## src/rtl/spm_ctrl_pkg.sv

```systemverilog
// Shared state encoding, default parameters and the no-wrap distance helper
// for the SPM offset move sequencer.
package spm_ctrl_pkg;

    localparam int SPM_DW          = 32;
    localparam int SPM_QDEPTH_LOG2 = 3;
    localparam int SPM_DWELL_W     = 24;
    localparam int SPM_SETTLE_CYC  = 32;

    typedef enum logic [2:0] {
        IDLE  = 3'd0,
        LOAD  = 3'd1,
        MOVE  = 3'd2,
        DWELL = 3'd3,
        ERROR = 3'd4
    } state_e;

    // |a - b| for signed operands, one bit wider than the inputs so it never wraps.
    function automatic logic [SPM_DW:0] abs_diff(input logic [SPM_DW-1:0] a,
                                                 input logic [SPM_DW-1:0] b);
        logic [SPM_DW:0] d;
        d = {a[SPM_DW-1], a} - {b[SPM_DW-1], b};
        if (d[SPM_DW]) begin
            abs_diff = {(SPM_DW+1){1'b0}} - d;
        end else begin
            abs_diff = d;
        end
    endfunction

endpackage

```

## src/rtl/spm_target_fifo.sv

```systemverilog
// Synchronous FIFO holding pending move targets; read data is registered on pop
// and stays put until the next pop, flush empties the queue in one cycle.
module spm_target_fifo #(
    parameter int W  = 120,
    parameter int AW = 3
) (
    input  logic          clk_i,
    input  logic          rst_ni,
    input  logic          flush_i,
    input  logic          wr_en_i,
    input  logic [W-1:0]  wr_data_i,
    input  logic          rd_en_i,
    output logic [W-1:0]  rd_data_o,
    output logic          full_o,
    output logic          empty_o,
    output logic [AW:0]   level_o
);

    localparam int DEPTH = 1 << AW;

    logic [W-1:0]  mem_q [DEPTH];
    logic [AW-1:0] wr_ptr_q, wr_ptr_d;
    logic [AW-1:0] rd_ptr_q, rd_ptr_d;
    logic [AW:0]   count_q, count_d;
    logic [W-1:0]  rd_data_q, rd_data_d;
    logic          do_wr_s, do_rd_s;

    assign full_o    = (count_q == (AW+1)'(DEPTH));
    assign empty_o   = (count_q == '0);
    assign level_o   = count_q;
    assign rd_data_o = rd_data_q;

    // Pointer, level and read-data next state; a full queue never accepts a write.
    always_comb begin
        do_wr_s   = wr_en_i && !full_o && !flush_i;
        do_rd_s   = rd_en_i && !empty_o && !flush_i;
        wr_ptr_d  = wr_ptr_q;
        rd_ptr_d  = rd_ptr_q;
        count_d   = count_q;
        rd_data_d = rd_data_q;
        if (flush_i) begin
            wr_ptr_d = '0;
            rd_ptr_d = '0;
            count_d  = '0;
        end else begin
            if (do_wr_s) begin
                wr_ptr_d = wr_ptr_q + AW'(1);
            end else begin
                wr_ptr_d = wr_ptr_q;
            end
            if (do_rd_s) begin
                rd_ptr_d  = rd_ptr_q + AW'(1);
                rd_data_d = mem_q[rd_ptr_q];
            end else begin
                rd_ptr_d  = rd_ptr_q;
                rd_data_d = rd_data_q;
            end
            case ({do_wr_s, do_rd_s})
                2'b10:   count_d = count_q + (AW+1)'(1);
                2'b01:   count_d = count_q - (AW+1)'(1);
                default: count_d = count_q;
            endcase
        end
    end

    // Storage array; contents need no reset because the level gates every read.
    always_ff @(posedge clk_i) begin
        if (do_wr_s) begin
            mem_q[wr_ptr_q] <= wr_data_i;
        end
    end

    // Control and read-data registers.
    always_ff @(posedge clk_i or negedge rst_ni) begin
        if (!rst_ni) begin
            wr_ptr_q  <= '0;
            rd_ptr_q  <= '0;
            count_q   <= '0;
            rd_data_q <= '0;
        end else begin
            wr_ptr_q  <= wr_ptr_d;
            rd_ptr_q  <= rd_ptr_d;
            count_q   <= count_d;
            rd_data_q <= rd_data_d;
        end
    end

endmodule

```

## src/rtl/spm_offset_move_sequencer.sv

```systemverilog
// Queued offset-move sequencer: applies pushed (x,y,z) targets one at a time, waits for the
// slew-limited offset monitors to settle, dwells, then reports completion.
module spm_offset_move_sequencer
    import spm_ctrl_pkg::*;
#(
    parameter int DW          = SPM_DW,
    parameter int QDEPTH_LOG2 = SPM_QDEPTH_LOG2,
    parameter int DWELL_W     = SPM_DWELL_W,
    parameter int SETTLE_CYC  = SPM_SETTLE_CYC
) (
    input  logic                   a_clk,
    input  logic                   a_resetn,
    input  logic [DW-1:0]          s_tgt_x,
    input  logic [DW-1:0]          s_tgt_y,
    input  logic [DW-1:0]          s_tgt_z,
    input  logic [DWELL_W-1:0]     s_tgt_dwell,
    input  logic                   s_tgt_valid,
    output logic                   s_tgt_ready,
    input  logic                   enable,
    input  logic                   abort,
    input  logic [DW-1:0]          tol,
    input  logic [31:0]            timeout,
    input  logic [DW-1:0]          mon_x0,
    input  logic [DW-1:0]          mon_y0,
    input  logic [DW-1:0]          mon_z0,
    output logic [DW-1:0]          x0,
    output logic [DW-1:0]          y0,
    output logic [DW-1:0]          z0,
    output logic                   busy,
    output logic                   done_pulse,
    output logic                   timeout_err,
    output logic [QDEPTH_LOG2:0]   q_level,
    output logic [15:0]            move_index
);

    localparam int FW = 3*DW + DWELL_W;
    localparam int SW = $clog2(SETTLE_CYC + 1);

    state_e               state_q, state_d;
    logic [DW-1:0]        x0_q, x0_d, y0_q, y0_d, z0_q, z0_d;
    logic [SW-1:0]        settle_q, settle_d;
    logic [31:0]          tmo_q, tmo_d;
    logic [DWELL_W-1:0]   dwell_q, dwell_d;
    logic                 busy_q, busy_d;
    logic                 done_q, done_d;
    logic                 err_q, err_d;
    logic [15:0]          idx_q, idx_d;
    logic                 rdy_en_q;

    logic                 fifo_wr_s, fifo_pop_s, fifo_full_s, fifo_empty_s;
    logic [FW-1:0]        fifo_rd_data_s;
    logic [DW-1:0]        head_x_s, head_y_s, head_z_s;
    logic [DWELL_W-1:0]   head_dwell_s;
    logic [DW:0]          dx_s, dy_s, dz_s;
    logic                 in_tol_s;

    // Ready is held low until the first clock after reset release.
    assign s_tgt_ready = rdy_en_q && !fifo_full_s;
    assign fifo_wr_s   = s_tgt_valid && s_tgt_ready && !abort;

    spm_target_fifo #(
        .W  (FW),
        .AW (QDEPTH_LOG2)
    ) u_fifo (
        .clk_i     (a_clk),
        .rst_ni    (a_resetn),
        .flush_i   (abort),
        .wr_en_i   (fifo_wr_s),
        .wr_data_i ({s_tgt_x, s_tgt_y, s_tgt_z, s_tgt_dwell}),
        .rd_en_i   (fifo_pop_s),
        .rd_data_o (fifo_rd_data_s),
        .full_o    (fifo_full_s),
        .empty_o   (fifo_empty_s),
        .level_o   (q_level)
    );

    // The popped entry stays in the FIFO read register for the whole move, dwell included.
    assign head_x_s     = fifo_rd_data_s[FW-1 -: DW];
    assign head_y_s     = fifo_rd_data_s[FW-DW-1 -: DW];
    assign head_z_s     = fifo_rd_data_s[FW-2*DW-1 -: DW];
    assign head_dwell_s = fifo_rd_data_s[DWELL_W-1:0];

    assign dx_s     = abs_diff(mon_x0, x0_q);
    assign dy_s     = abs_diff(mon_y0, y0_q);
    assign dz_s     = abs_diff(mon_z0, z0_q);
    assign in_tol_s = (dx_s <= {1'b0, tol}) && (dy_s <= {1'b0, tol}) && (dz_s <= {1'b0, tol});

    // Next-state and datapath decisions; abort overrides every state.
    always_comb begin
        state_d    = state_q;
        x0_d       = x0_q;
        y0_d       = y0_q;
        z0_d       = z0_q;
        settle_d   = settle_q;
        tmo_d      = tmo_q;
        dwell_d    = dwell_q;
        err_d      = err_q;
        idx_d      = idx_q;
        done_d     = 1'b0;
        fifo_pop_s = 1'b0;
        if (abort) begin
            state_d = IDLE;
            x0_d    = mon_x0;
            y0_d    = mon_y0;
            z0_d    = mon_z0;
            err_d   = 1'b0;
            idx_d   = 16'd0;
        end else begin
            case (state_q)
                IDLE: begin
                    if (enable && !fifo_empty_s && !err_q) begin
                        fifo_pop_s = 1'b1;
                        state_d    = LOAD;
                    end else begin
                        state_d = IDLE;
                    end
                end
                LOAD: begin
                    x0_d     = head_x_s;
                    y0_d     = head_y_s;
                    z0_d     = head_z_s;
                    settle_d = '0;
                    tmo_d    = 32'd0;
                    state_d  = MOVE;
                end
                MOVE: begin
                    if (settle_q == SW'(SETTLE_CYC)) begin
                        dwell_d = head_dwell_s;
                        state_d = DWELL;
                    end else if ((timeout != 32'd0) && (tmo_q == timeout)) begin
                        err_d   = 1'b1;
                        x0_d    = mon_x0;
                        y0_d    = mon_y0;
                        z0_d    = mon_z0;
                        state_d = ERROR;
                    end else begin
                        tmo_d    = tmo_q + 32'd1;
                        settle_d = in_tol_s ? (settle_q + SW'(1)) : '0;
                    end
                end
                DWELL: begin
                    if (dwell_q == '0) begin
                        done_d  = 1'b1;
                        idx_d   = idx_q + 16'd1;
                        state_d = IDLE;
                    end else begin
                        dwell_d = dwell_q - DWELL_W'(1);
                    end
                end
                ERROR: begin
                    state_d = ERROR;
                end
                default: begin
                    state_d = IDLE;
                end
            endcase
        end
        busy_d = (state_d != IDLE);
    end

    // FSM state register.
    always_ff @(posedge a_clk or negedge a_resetn) begin
        if (!a_resetn) begin
            state_q <= IDLE;
        end else begin
            state_q <= state_d;
        end
    end

    // Datapath, counters and registered outputs.
    always_ff @(posedge a_clk or negedge a_resetn) begin
        if (!a_resetn) begin
            x0_q     <= '0;
            y0_q     <= '0;
            z0_q     <= '0;
            settle_q <= '0;
            tmo_q    <= 32'd0;
            dwell_q  <= '0;
            busy_q   <= 1'b0;
            done_q   <= 1'b0;
            err_q    <= 1'b0;
            idx_q    <= 16'd0;
            rdy_en_q <= 1'b0;
        end else begin
            x0_q     <= x0_d;
            y0_q     <= y0_d;
            z0_q     <= z0_d;
            settle_q <= settle_d;
            tmo_q    <= tmo_d;
            dwell_q  <= dwell_d;
            busy_q   <= busy_d;
            done_q   <= done_d;
            err_q    <= err_d;
            idx_q    <= idx_d;
            rdy_en_q <= 1'b1;
        end
    end

    assign x0          = x0_q;
    assign y0          = y0_q;
    assign z0          = z0_q;
    assign busy        = busy_q;
    assign done_pulse  = done_q;
    assign timeout_err = err_q;
    assign move_index  = idx_q;

endmodule

```

## config.mk

```make
export PLATFORM = sky130hd
export DESIGN_NAME = spm_offset_move_sequencer
export DESIGN_NICKNAME = d
export VERILOG_FILES = /design/src/rtl/spm_ctrl_pkg.sv /design/src/rtl/spm_target_fifo.sv /design/src/rtl/spm_offset_move_sequencer.sv
export SDC_FILE = /design/constraint.sdc
export NUM_CORES = 2
export LEC_CHECK = 0
export CAP_MARGIN = 25
export CORE_MARGIN = 10
export CORE_UTILIZATION = 37
export CTS_BUF_LIST = sky130_fd_sc_hd__clkbuf_4 sky130_fd_sc_hd__clkbuf_8
export CTS_CLUSTER_DIAMETER = 150
export DETAILED_ROUTE_END_ITERATION = 8
export HOLD_SLACK_MARGIN = 0.15
export PLACE_DENSITY = 0.58
export SETUP_SLACK_MARGIN = 0.1
export SLEW_MARGIN = 15
export SYNTH_ARGS = -nofsm -noshare
export SYNTH_HDL_FRONTEND = slang
export SYNTH_HIERARCHICAL = 1
export SYNTH_SLANG_ARGS = --single-unit
export TNS_END_PERCENT = 1
```

## constraint.sdc

```tcl
create_clock -name a_clk -period 18.4 [get_ports a_clk]
set_clock_uncertainty 0.15 [all_clocks]
set_input_delay 1.84 -clock a_clk [delete_from_list [all_inputs] [get_ports a_clk]]
set_output_delay 1.84 -clock a_clk [all_outputs]
set_load 0.01 [all_outputs]
```

==> run summary <==
The flow ran to the end, and the final reports show no timing, DRC or antenna violations. The switching component of the power came out at 2112 uW. The worst setup path is captured at a flop. The worst slack at placement came out at 9.428 ns. The synthesized netlist cell count came out at 4355. The post-route DRC violation count came out at 0. The distinct cell type count of the synthesized netlist came out at 107.

The clock network latency to the later pin of the worst-skew pair is 0.97 ns. The net count after synthesis is 4848. The power per cell area came out at ~100 mW/mm^2.

In this run the worst path has a maximum fanout of 5. In this run, the number of DRC markers left after iteration 0 of detailed routing was about 2500. The clock transition at the registers of the reported paths came out at 0.06 ns. The number of flops mapped to enable cells by yosys came out at 960. TritonCTS built the clock tree. The clock period minus worst slack came out at between 8 and 9 ns. The required time at the worst-slack endpoint came out at roughly 19 ns. The power share of the combinational group came out at 19.9%. The maximum count of clock buffers along a single path came out at 3. The root buffer cell is sky130_fd_sc_hd__clkbuf_8. The worst setup path is of the primary input to flop kind. The number of global-route vias before repair was about 39000. The hold buffer count at CTS is 0.

The count of nets left with antenna violations after detail routing is 0. The combined buffer and inverter count along the critical path came out at 3. Gates resized during post-CTS repair numbered 0.

The post-CTS setup-driven buffer insertion count came out at 0. The floorplan step set the die width to approximately 420 um. The leakage power is ~0.026 uW. Setup slack on the critical path of the routed design comes to approximately 10 ns.

The post-route setup TNS is 0 ns. For this configuration, the core starts out at a cell density of 37.11%. The number of vias per cell after detailed routing came out at 5.308. The routed wirelength normalized by instance count came out at ~24 um. The most common flop cell mapped by yosys is sky130_fd_sc_hd__edfxtp_1. The number of rows in the core area came out at about 150. The overall power after layout is 7364 uW. The sequential share of the synthesized area came out at 60.75%. The slowest stage of the critical path belongs to the cell sky130_fd_sc_hd__o311ai_0. In this run, flip-flops and latches consume 45.2% of the power.

The proportion of synthesized flip-flops having asynchronous set or reset is approximately a quarter. The register area came out at 0.03662 sq mm. The level count of the clock H-tree came out at 4. The placed cell area came out at 0.06681 sq mm. The number of primary I/O pins came out at just over 400. In this run the vertical extent of the chip is 423.6 um. STA puts the critical path data arrival time at 8.77 ns. The share of the cycle needed by the critical path after routing came out at 43.81%. The post-route cell area came out at about 0.071 sq mm. The clock power share came out at 35.0%. The first-pass detailed-route iteration total came out at 5. After the last flow step, the layout net total stands at about 5300. The family of cells with the greatest summed delay on the critical path is compound AO/OA/AOI/OAI gates.

The footprint of the multi-input gates is 0.02223 sq mm. The internal power component is 5251 uW. The final number of max-transition violations came out at 0.

The cell count after placement came out at 6809. The net switching share of the total power is 28.69%. The clock net sink count came out at ~1300. The upper clock frequency limit came out at 124.1 MHz. The layout cell share with drive strength beyond 1 is between 10 and 15%. Detailed placement ended at an HPWL of 120200 um. The all-layer global routing usage is 19.02%. The slew at the pin with the worst max-slew slack is 1.010 ns. The maximum vdd drop came out at 82.18 uV.

The routed wire length is 173700 um. The number of antenna violations at the first check in global routing was 34. Entering global routing, the biggest net connects 138 pins. The die covers 0.1794 sq mm.

The kind of start point of the critical path is a primary input. The filler-free cell count of the finished design came out at slightly above 7000. Clock tree synthesis inserted a total of 208 buffers. The register bit count reported by yosys is 1271.

The cell area after technology mapping came out at 0.06026 sq mm. The worst slew margin relative to its limit is 32.69%. The worst min-delay path category is flop to flop. The number of failing setup endpoints in the final timing report is 0. The region available for standard cell placement spans 0.1624 sq mm. Setup repair after global routing left no endpoint under its margin. The number of warning messages in the yosys log came out at 6.

Dividing the synthesized area by the synthesized cell count gives between 10 and 15 sq um. The sum of overflow across all layers after global routing came out at 0. The via count came out at 38260. Max-cap violations in this run came to 0. During placement, the flow inserted port buffers numbering 404. The stage delay of the slowest cell on the critical path came out at 0.61 ns.

The placer congestion estimate came out at 0.8632. The wire length of the first global-routing pass is 257700 um. The final hold violation count came to 0.

The layout overhead on the synthesized area came out at 18.22%. The filler cell count is roughly 15000.
## area by class of cell
cell class / count / area share (%)
Clock inverter: 104 / 1.170
Clock buffer: 289 / 5.021
Antenna cell: 6 / 0.02108
Tap cell: 2175 / 3.820
Sequential cell: 1271 / 51.41
Multi-Input combinational cell: 2724 / 31.21
Inverter: 175 / 0.9238
Timing Repair Buffer: 464 / 6.432
## tightest hold or removal path: cells and delay by family, from the launching register on
kind               cells  cell delay (ns)
AOI/OAI and AO/OA      2             0.15
DFF                    1             0.34
## registers in the layout, indices dropped and copies added, names as in the netlist
| name | count |
|---|---|
| busy | 1 |
| done_pulse | 1 |
| dwell_q | 24 |
| move_index | 16 |
| rdy_en_q | 1 |
| settle_q | 6 |
| state_q | 3 |
| timeout_err | 1 |
| tmo_q | 32 |
| u_fifo/level_o | 4 |
| u_fifo/mem_q | 960 |
| u_fifo/rd_data_o | 120 |
| u_fifo/rd_ptr_q | 3 |
| u_fifo/wr_ptr_q | 3 |
| x0 | 32 |
| y0 | 32 |
| z0 | 32 |
## final timing paths
kind | cells after the start | slack (ns) | end | from
setup / recovery | 25 | 10.34 | settle_q[4] | mon_y0[0]
hold reg to reg | 2 | 0.37 | dwell_q[20] | dwell_q[20]
hold / removal | 2 | 0.37 | dwell_q[20] | dwell_q[20]
setup reg to reg | 23 | 11.39 | settle_q[4] | y0[0]
max in group asynchronous | 4 | 15.47 | u_fifo/rd_data_o[4] | a_resetn
min in group asynchronous | 1 | 0.67 | u_fifo/rd_data_o[101] | a_resetn
## power groups by stage
stage | registers (uW) | logic, uW | clock network (uW)
2_1_floorplan | 3350 | 969 | 0
3_3_place_gp | 3380 | 1430 | 0
3_5_place_dp | 3390 | 1460 | 0
4_1_cts | 3330 | 1470 | 2650
5_1_grt | 3340 | 1640 | 2780
6_report | 3330 | 1460 | 2570
## synth_stat cells (12+ instances only)
| library cell | count | share of area, % |
|---|---|---|
| sky130_fd_sc_hd__a31oi_1 | 15 | 0.16 |
| sky130_fd_sc_hd__and3_1 | 18 | 0.19 |
| sky130_fd_sc_hd__or2_2 | 13 | 0.13 |
| sky130_fd_sc_hd__nor3_1 | 52 | 0.43 |
| sky130_fd_sc_hd__o21ai_1 | 12 | 0.10 |
| sky130_fd_sc_hd__nor2b_1 | 19 | 0.20 |
| sky130_fd_sc_hd__mux2i_1 | 227 | 3.8 |
| sky130_fd_sc_hd__dfrtp_1 | 311 | 13 |
| sky130_fd_sc_hd__o21ai_0 | 128 | 1.1 |
| sky130_fd_sc_hd__a21o_1 | 63 | 0.78 |
| sky130_fd_sc_hd__buf_1 | 23 | 0.14 |
| sky130_fd_sc_hd__a21oi_1 | 393 | 3.3 |
| sky130_fd_sc_hd__nand2b_1 | 18 | 0.19 |
| sky130_fd_sc_hd__inv_1 | 174 | 1.1 |
| sky130_fd_sc_hd__nor2_1 | 422 | 2.6 |
| sky130_fd_sc_hd__xor2_1 | 128 | 1.9 |
| sky130_fd_sc_hd__and2_1 | 17 | 0.18 |
| sky130_fd_sc_hd__clkbuf_1 | 99 | 0.62 |
| sky130_fd_sc_hd__nand2_1 | 192 | 1.2 |
| sky130_fd_sc_hd__nand3_1 | 51 | 0.42 |
| sky130_fd_sc_hd__mux4_2 | 240 | 9.0 |
| sky130_fd_sc_hd__nor4_1 | 34 | 0.35 |
| sky130_fd_sc_hd__o31ai_1 | 18 | 0.22 |
| sky130_fd_sc_hd__o211ai_1 | 26 | 0.32 |
| sky130_fd_sc_hd__a211oi_1 | 19 | 0.24 |
| sky130_fd_sc_hd__ha_1 | 204 | 4.2 |
| sky130_fd_sc_hd__xnor2_1 | 114 | 1.7 |
| sky130_fd_sc_hd__buf_2 | 45 | 0.37 |
| sky130_fd_sc_hd__edfxtp_1 | 960 | 48 |
| sky130_fd_sc_hd__buf_4 | 12 | 0.15 |
| sky130_fd_sc_hd__o21a_1 | 20 | 0.25 |
| sky130_fd_sc_hd__nand4_1 | 59 | 0.61 |
| sky130_fd_sc_hd__or3_1 | 23 | 0.24 |
## cell families (layout without fill, tap and decap cells)
kind of cell               count (synthesis)  in the layout  share of synthesized area [%]
DFF                                     1271           1271                          60.75
AOI/OAI and AO/OA                        819            819                          8.255
buffers and inverters                    360           1032                          2.487
and+or+nand+nor                          986            986                          7.853
other                                      1              7                       0.006223
adders and majority gates                208            208                          4.369
xor gates and xnor gates                 242            242                          3.517
muxes                                    468            468                          12.76
## metal layers
layer	track usage (%)	wire [um]	up-vias
li1	-	-	17640
met4	7.177	6062	34
met1	23.08	70310	19390
met3	3.742	8333	289
met5	0	243	-
met2	33.31	88760	908
## through the flow
stage / hold WS [ns] / utilization, %
2_1_floorplan: 0.3176 / -
3_3_place_gp: 0.3369 / 41.08
3_5_place_dp: 0.3499 / 41.14
4_1_cts: 0.3664 / 43.86
5_1_grt: 0.3945 / 43.86
6_report: 0.3706 / 43.87
## placed cells by master (no fill, tap or decap), types with 15 or more instances in the layout
cell,netlist,layout
sky130_fd_sc_hd__o21a_1,20,20
sky130_fd_sc_hd__inv_1,174,174
sky130_fd_sc_hd__clkinv_1,0,49
sky130_fd_sc_hd__ha_1,204,204
sky130_fd_sc_hd__clkbuf_4,0,64
sky130_fd_sc_hd__buf_4,12,53
sky130_fd_sc_hd__clkdlybuf4s50_1,0,402
sky130_fd_sc_hd__a21o_1,63,63
sky130_fd_sc_hd__dfrtp_1,311,308
sky130_fd_sc_hd__a21oi_1,393,393
sky130_fd_sc_hd__nand4_1,59,59
sky130_fd_sc_hd__and3_1,18,18
sky130_fd_sc_hd__mux2i_1,227,227
sky130_fd_sc_hd__nand3_1,51,51
sky130_fd_sc_hd__nor3_1,52,48
sky130_fd_sc_hd__nand2_1,192,192
sky130_fd_sc_hd__clkinv_2,1,29
sky130_fd_sc_hd__o211ai_1,26,26
sky130_fd_sc_hd__o31ai_1,18,18
sky130_fd_sc_hd__nor2b_1,19,19
sky130_fd_sc_hd__nand2b_1,18,18
sky130_fd_sc_hd__a211oi_1,19,19
sky130_fd_sc_hd__o21ai_0,128,128
sky130_fd_sc_hd__nor4_1,34,33
sky130_fd_sc_hd__mux4_2,240,240
sky130_fd_sc_hd__a31oi_1,15,15
sky130_fd_sc_hd__xor2_1,128,128
sky130_fd_sc_hd__or3_1,23,23
sky130_fd_sc_hd__edfxtp_1,960,960
sky130_fd_sc_hd__nor2_1,422,417
sky130_fd_sc_hd__clkbuf_8,0,225
sky130_fd_sc_hd__xnor2_1,114,114
sky130_fd_sc_hd__and2_1,17,17
No activity file was read; power rests on OpenSTA's default activity.
